File: config.mk
export PLATFORM = sky130hd
export DESIGN_NAME = div_q8_27_seq_flat
export DESIGN_NICKNAME = d
export VERILOG_FILES = /design/src/rtl/q8_27_pkg.sv /design/src/rtl/div_q8_27_seq_if.sv /design/src/rtl/q_abs_sign.sv /design/src/rtl/div_q8_27_seq.sv /design/src/flat_wrapper.sv
export SDC_FILE = /design/constraint.sdc
export NUM_CORES = 1
export LEC_CHECK = 0
export BUFFER_PORTS_ARGS = -buffer_cell sky130_fd_sc_hd__buf_2
export CAP_MARGIN = 20
export CORE_MARGIN = 3
export CORE_UTILIZATION = 62
export DETAILED_ROUTE_END_ITERATION = 7
export GPL_ROUTABILITY_DRIVEN = 0
export HOLD_SLACK_MARGIN = 0.03
export PLACE_DENSITY = 0.83
export SKIP_CTS_REPAIR_TIMING = 1
export SLEW_MARGIN = 20
export SYNTH_ARGS = -nofsm -noshare
export SYNTH_HDL_FRONTEND = slang
export SYNTH_SLANG_ARGS = --single-unit
File: constraint.sdc
create_clock -name clk -period 15 [get_ports clk]
set_input_delay 0.75 -clock clk [delete_from_list [all_inputs] [get_ports clk]]
set_output_delay 0.75 -clock clk [all_outputs]
set_load 0.01 [all_outputs]
File: src/rtl/q8_27_pkg.sv
// rtl/q8_27_pkg.sv - shared Q8.27 constants and divider state type
//
// Word format, symmetric saturation limits and the divider FSM encoding.
// The limits are shared by the library's multiplier and adder.
// No ports.

package q8_27_pkg;

    localparam int Q_W    = 35;
    localparam int Q_FRAC = 27;
    localparam int Q_INT  = 7;

    // Symmetric saturation: the most negative code is never produced.
    localparam logic signed [Q_W-1:0] Q_MAX     = 35'sh3_FFFF_FFFF;
    localparam logic signed [Q_W-1:0] Q_MIN_SYM = -Q_MAX;

    typedef enum logic [2:0] {
        S_IDLE,
        S_CHK,
        S_DIV,
        S_SGN,
        S_DONE
    } div_state_t;

endpackage

File: src/rtl/div_q8_27_seq_if.sv
// rtl/div_q8_27_seq_if.sv - operand and result handshakes of the Q8.27 divider
//
// Groups the operand handshake and the result handshake of the divider.
//   in_valid/in_ready/num/den       : operand pair, master to slave
//   out_valid/out_ready/quot/overload : result, slave to master
// Modports:
//   master : the producer and consumer (bench or surrounding logic)
//   slave  : the divider

interface div_q8_27_seq_if;
    import q8_27_pkg::*;

    logic                  in_valid;
    logic                  in_ready;
    logic signed [Q_W-1:0] num;
    logic signed [Q_W-1:0] den;
    logic                  out_valid;
    logic                  out_ready;
    logic signed [Q_W-1:0] quot;
    logic                  overload;

    modport master (
        output in_valid, num, den, out_ready,
        input  in_ready, out_valid, quot, overload
    );

    modport slave (
        input  in_valid, num, den, out_ready,
        output in_ready, out_valid, quot, overload
    );

endinterface

File: src/rtl/q_abs_sign.sv
// rtl/q_abs_sign.sv - sign extraction and unsigned magnitude of a two's complement word
//
// Purely combinational.
// Ports:
//   val : signed input word
//   neg : sign bit of val
//   mag : |val| as an unsigned word of the same width; the most negative
//         code maps exactly to 2^(W-1)

module q_abs_sign #(
    parameter int W = 35
) (
    input  logic signed [W-1:0] val,
    output logic                neg,
    output logic        [W-1:0] mag
);

    assign neg = val[W-1];
    assign mag = neg ? $unsigned(-val) : $unsigned(val);

endmodule

File: src/rtl/div_q8_27_seq.sv
// rtl/div_q8_27_seq.sv - sequential signed Q8.27 restoring divider with saturation
//
// Computes num/den in Q8.27, one quotient bit per clock, truncated toward zero.
// Divide-by-zero and out-of-range quotients saturate symmetrically and raise
// overload.
// Ports:
//   clk : rising-edge clock
//   rst : asynchronous active-high reset
//   bus : div_q8_27_seq_if.slave
//         in_valid/in_ready/num/den       : operand pair
//         out_valid/out_ready/quot/overload : result, held until accepted

module div_q8_27_seq
    import q8_27_pkg::*;
#(
    parameter int DATA_W = Q_W,
    parameter int FRAC_W = Q_FRAC
) (
    input  logic           clk,
    input  logic           rst,
    div_q8_27_seq_if.slave bus
);

    localparam int         INT_W = DATA_W - 1 - FRAC_W;
    localparam int         QB    = DATA_W - 1;     // quotient magnitude bits
    localparam logic [5:0] LAST  = 6'(QB - 1);

    div_state_t state, state_nxt;

    logic              num_neg_in, den_neg_in;
    logic [DATA_W-1:0] num_mag_in, den_mag_in;

    q_abs_sign #(.W(DATA_W)) u_abs_num (.val(bus.num), .neg(num_neg_in), .mag(num_mag_in));
    q_abs_sign #(.W(DATA_W)) u_abs_den (.val(bus.den), .neg(den_neg_in), .mag(den_mag_in));

    logic                     sign, num_neg;
    logic        [DATA_W-1:0] num_mag, den_mag;
    logic        [DATA_W:0]   rem;        // one spare bit keeps trial overflow-free
    logic        [QB-1:0]     shreg;      // low dividend bits still to be shifted in
    logic        [QB-1:0]     q;
    logic        [5:0]        cnt;
    logic signed [DATA_W-1:0] quot_r;
    logic                     ovl_r;

    logic                     div_zero, ovf;
    logic        [DATA_W+1:0] trial;
    logic        [DATA_W:0]   rem_nxt;

    assign div_zero = (den_mag == '0);
    // Quotient magnitude reaches 2^34 exactly when |num| >= |den|*2^INT_W.
    assign ovf      = ({{INT_W{1'b0}}, num_mag} >= {den_mag, {INT_W{1'b0}}});

    // A borrow out of the top bit means the trial subtraction went negative.
    assign trial    = {rem, shreg[QB-1]} - {2'b00, den_mag};
    assign rem_nxt  = trial[DATA_W+1] ? {rem[DATA_W-1:0], shreg[QB-1]} : trial[DATA_W:0];

    always_ff @(posedge clk or posedge rst) begin
        if (rst) state <= S_IDLE;
        else     state <= state_nxt;
    end

    always_comb begin
        state_nxt = state;
        unique case (state)
            S_IDLE:  if (bus.in_valid) state_nxt = S_CHK;
            S_CHK:   state_nxt = (div_zero || ovf) ? S_DONE : S_DIV;
            S_DIV:   if (cnt == LAST) state_nxt = S_SGN;
            S_SGN:   state_nxt = S_DONE;
            S_DONE:  if (bus.out_ready) state_nxt = S_IDLE;
            default: state_nxt = S_IDLE;
        endcase
    end

    always_ff @(posedge clk or posedge rst) begin
        if (rst) begin
            sign    <= 1'b0;
            num_neg <= 1'b0;
            num_mag <= '0;
            den_mag <= '0;
            rem     <= '0;
            shreg   <= '0;
            q       <= '0;
            cnt     <= '0;
            quot_r  <= '0;
            ovl_r   <= 1'b0;
        end else begin
            unique case (state)
                S_IDLE: begin
                    if (bus.in_valid) begin
                        sign    <= num_neg_in ^ den_neg_in;
                        num_neg <= num_neg_in;
                        num_mag <= num_mag_in;
                        den_mag <= den_mag_in;
                    end
                end
                S_CHK: begin
                    if (div_zero) begin
                        ovl_r  <= 1'b1;
                        quot_r <= (num_mag == '0) ? '0 : (num_neg ? Q_MIN_SYM : Q_MAX);
                    end else if (ovf) begin
                        ovl_r  <= 1'b1;
                        quot_r <= sign ? Q_MIN_SYM : Q_MAX;
                    end else begin
                        // Dividend is |num|*2^FRAC_W; its top bits seed the
                        // remainder, the rest stream in one per cycle.
                        rem   <= {{(INT_W+1){1'b0}}, num_mag[DATA_W-1:INT_W]};
                        shreg <= {num_mag[INT_W-1:0], {FRAC_W{1'b0}}};
                        cnt   <= '0;
                    end
                end
                S_DIV: begin
                    rem   <= rem_nxt;
                    shreg <= {shreg[QB-2:0], 1'b0};
                    q     <= {q[QB-2:0], ~trial[DATA_W+1]};
                    cnt   <= cnt + 6'd1;
                end
                S_SGN: begin
                    quot_r <= sign ? -$signed({1'b0, q}) : $signed({1'b0, q});
                    ovl_r  <= 1'b0;
                end
                default: ;
            endcase
        end
    end

    assign bus.in_ready  = (state == S_IDLE);
    assign bus.out_valid = (state == S_DONE);
    assign bus.quot      = quot_r;
    assign bus.overload  = ovl_r;

endmodule
File: src/flat_wrapper.sv
// flat-port wrapper written by rule: the top's interface ports become plain ports
module div_q8_27_seq_flat import q8_27_pkg::*;
#(
    parameter int DATA_W = Q_W,
    parameter int FRAC_W = Q_FRAC
)
  (clk, rst, bus_in_valid, bus_num, bus_den, bus_out_ready, bus_in_ready, bus_out_valid, bus_quot, bus_overload);
  div_q8_27_seq_if bus_i ();
  input  logic clk;
  input  logic rst;
  input wire logic [$bits(bus_i.in_valid)-1:0] bus_in_valid;
  input wire logic [$bits(bus_i.num)-1:0] bus_num;
  input wire logic [$bits(bus_i.den)-1:0] bus_den;
  input wire logic [$bits(bus_i.out_ready)-1:0] bus_out_ready;
  output wire logic [$bits(bus_i.in_ready)-1:0] bus_in_ready;
  output wire logic [$bits(bus_i.out_valid)-1:0] bus_out_valid;
  output wire logic [$bits(bus_i.quot)-1:0] bus_quot;
  output wire logic [$bits(bus_i.overload)-1:0] bus_overload;
  assign bus_i.in_valid = bus_in_valid;
  assign bus_i.num = bus_num;
  assign bus_i.den = bus_den;
  assign bus_i.out_ready = bus_out_ready;
  assign bus_in_ready = bus_i.in_ready;
  assign bus_out_valid = bus_i.out_valid;
  assign bus_quot = bus_i.quot;
  assign bus_overload = bus_i.overload;
  div_q8_27_seq #(.DATA_W(DATA_W), .FRAC_W(FRAC_W)) u_core (.clk(clk), .rst(rst), .bus(bus_i));
endmodule
==> flow_summary.ini <==
[global_routing]
antenna_found_initial = 0
first_global_vias = 10584
gr-total-overflow = 0
grt_pass1_wl_um = 51300
grt_start_max_net_pins = 135
grt_usage = 0.284

[sta]
fin_tns_setup_ns = 0
finalSetupViolations = 0
layout_setup_ws_ns = 10.47
slew_viol_final = 0
hold_violations = 0
finalCritPeriodShare = 0.302
rsz0062_at_grt = no
tightest_slew_ns = 1.07
period_needed_ns = 4.53
slew-limit-headroom = 0.288
skew_ns = 0.0103
max_freq_mhz = 221

[floorplanning]
initial_core_util = 0.634
die_h_um = 148
row_count = 51
die_area_um2 = 21800
pin_count = 112
core_um2 = 19600
die_x_um = 148

[synth]
synth_ff_type = dfrtp_1
ys_types = 59
synth_edf_count = 0
syn_area_um2 = 12400
syn_inst = 1439
syn_avg_cell_area_um2 = 8.63
seq_area_frac_synth = 0.391
syn-num-nets = 1582
synth-async-reset-ratio = 1.00
ys_warn_count = 0
ys_ff_latch = 194

[critical_path]
path_max_fanout = 30
max_stage_delay_ns = 0.83
endpoint_kind = flop
required_ns = 15.37
cp.arrival_ns = 4.89
cpMaxStageDelayCell = inv_1
start_kind = flop
crit_chain = inv_1, ha_1, a21oi_1, nor2b_1, o21ai_0, o2111ai_1, a2111oi_0, o31ai_1, a2111o_1, and2_1, inv_1, o22ai_1, a21oi_1
r2r_slack_ns = 10.47
critPathKind = flop to flop

[detailed_routing]
routedWlPerCell_um = 17.4
routed_wl_um = 31000
via_per_inst = 6.17
drc = 0
via_count = 10987
ant_nets = 0
dr.pass1.iters = 5
drtIter0Drc = 967

[place]
io_buffers = 111
dp_slack_ns = 10.74
dp_hpwl_um = 21700
place_area_um2 = 13100

[power]
peakVddDrop_mv = 0.141
power_frac_seq = 0.282
power_frac_clock = 0.131
sw_frac_of_total = 0.472
power_mw = 3.38
p_leak_nw = 6.54
power.internal_mw = 1.79
p_per_area_nw_per_um2 = 248
p_switching_mw = 1.59
power_frac_comb = 0.587

[clocking]
clkTransAtPathRegs_ns = 0.08
clk_latency_ns = 0.44
cts-htree-levels = 4
cts.sink_count = 194
root_buffer = clkbuf_16
cts_tree = built
numCtsBuffers = 17
max-clock-path-buffers = 2

[final_layout]
final_util = 0.697
area_growth_pct = 9.86
fin_area_um2 = 13600
antennaDiodeCount = 0
final_nets = 1646
drive_above_1_share = 0.114

[status]
status = finished clean

[job]
max_cap_violations = 0

[min_path]
hold_class = flop to flop
[kinds of logic (layout without fill, tap and decap cells)]
logic type               after synthesis  in the layout  synth area share
AO/OA/AOI/OAI                        405            405             0.200
XOR/XNOR                             129            129            0.0910
adder cells (fa/ha/maj)               69             69            0.0701
buffers and inverters                132            209            0.0439
flip-flops                           194            194             0.391
multiplexers                          38             38            0.0308
AND/OR/NAND/NOR                      472            472             0.174
[metal layers]
| metal | up-vias | track usage | share of wire |
|---|---|---|---|
| li1 | 5250 | - | - |
| met3 | 87 | 0.0521 | 0.054 |
| met2 | 374 | 0.471 | 0.49 |
| met4 | 0 | 0.121 | 0.039 |
| met1 | 5276 | 0.369 | 0.42 |
| met5 | - | 0 | 0 |
[worst max-delay path, delay by kind of cell, from the launching register on]
family,cells,cell delay [ns]
adder cells (fa/ha/maj),1,0.32
AND/OR/NAND/NOR,2,0.39
flip-flops,1,0.38
AO/OA/AOI/OAI,8,2.44
buffers and inverters,2,0.91
[registers in the layout, summed over array words and instances (netlist names)]
signal / flops
u_core.num_neg: 1
u_core.q: 34
u_core.bus.quot: 35
u_core.den_mag: 35
u_core.num_mag: 35
u_core.cnt: 6
u_core.shreg: 7
u_core.rem: 36
u_core.bus.overload: 1
u_core.sign: 1
u_core.state: 3
[worst paths after layout]
path	start	endpoint	cells after the start
max	u_core.den_mag[8]	u_core.rem[5]	13
min reg2reg	u_core.bus.quot[24]	u_core.bus.quot[24]	2
max in group asynchronous	rst	u_core.num_mag[9]	3
min in group asynchronous	rst	u_core.den_mag[31]	2
max reg2reg	u_core.den_mag[8]	u_core.rem[5]	13
min	u_core.bus.quot[24]	u_core.bus.quot[24]	2
[per-stage QoR]
stage	cells	hold slack, ns
floorplan	1439	0.450
global placement	1749	0.444
detailed placement	1749	0.450
CTS	1781	0.467
global route	1781	0.480
finish	1781	0.461
[power groups by stage]
stage          Clock (mW)  Sequential (mW)  Combinational (mW)
6_report            0.444            0.952                1.98
5_1_grt             0.470            0.973                2.21
4_1_cts             0.449            0.945                1.96
3_5_place_dp            0            0.951                1.94
3_3_place_gp            0            0.942                1.87
2_1_floorplan           0            0.898                1.53
[cell type report]
type,count,area (um2)
multi-input combinational,1113,7050
fill,1523,5940
sequential,194,4850
timing repair buffer,117,601
clock buffer,17,425
tap,265,332
inverter,60,233
clock inverter,15,150
[cell usage in the layout (no fill, tap or decap), types with 5 or more instances in the layout]
cell,n
o31ai_1,39
nor2b_1,8
or4_1,13
a31oi_1,10
a21o_1,26
nand2b_1,10
xor2_1,79
inv_1,59
nand4_1,14
clkbuf_16,17
o21ai_0,148
or3_1,13
a21oi_1,87
mux2i_1,36
xnor2_1,50
and3_1,5
o41ai_1,10
nor3_1,12
a311o_1,6
dfrtp_1,194
ha_1,68
o22ai_1,31
buf_4,6
o21a_1,8
nor2_1,52
nor4_1,22
nand3_1,17
nand2_1,274
and2_1,8
buf_2,111
[Yosys cell counts, types with 7 or more instances]
library cell / count / area share
nand4_1: 14 / 0.0071
o31ai_1: 39 / 0.024
ha_1: 68 / 0.069
mux2i_1: 36 / 0.029
nand3_1: 17 / 0.0068
xnor2_1: 50 / 0.035
a21oi_1: 87 / 0.035
nor2_1: 53 / 0.016
o21a_1: 8 / 0.0048
o21ai_0: 148 / 0.060
or4_1: 13 / 0.0079
nor2b_1: 8 / 0.0040
clkbuf_1: 62 / 0.019
nor4_1: 22 / 0.011
a21o_1: 26 / 0.016
a31oi_1: 10 / 0.0050
nor3_1: 12 / 0.0048
nand2b_1: 10 / 0.0050
dfrtp_1: 194 / 0.39
and2_1: 9 / 0.0045
xor2_1: 79 / 0.056
a311o_1: 7 / 0.0056
inv_1: 60 / 0.018
or3_1: 13 / 0.0065
o41ai_1: 10 / 0.0071
o22ai_1: 31 / 0.016
nand2_1: 276 / 0.083
No activity file was read; power rests on OpenSTA's default activity.
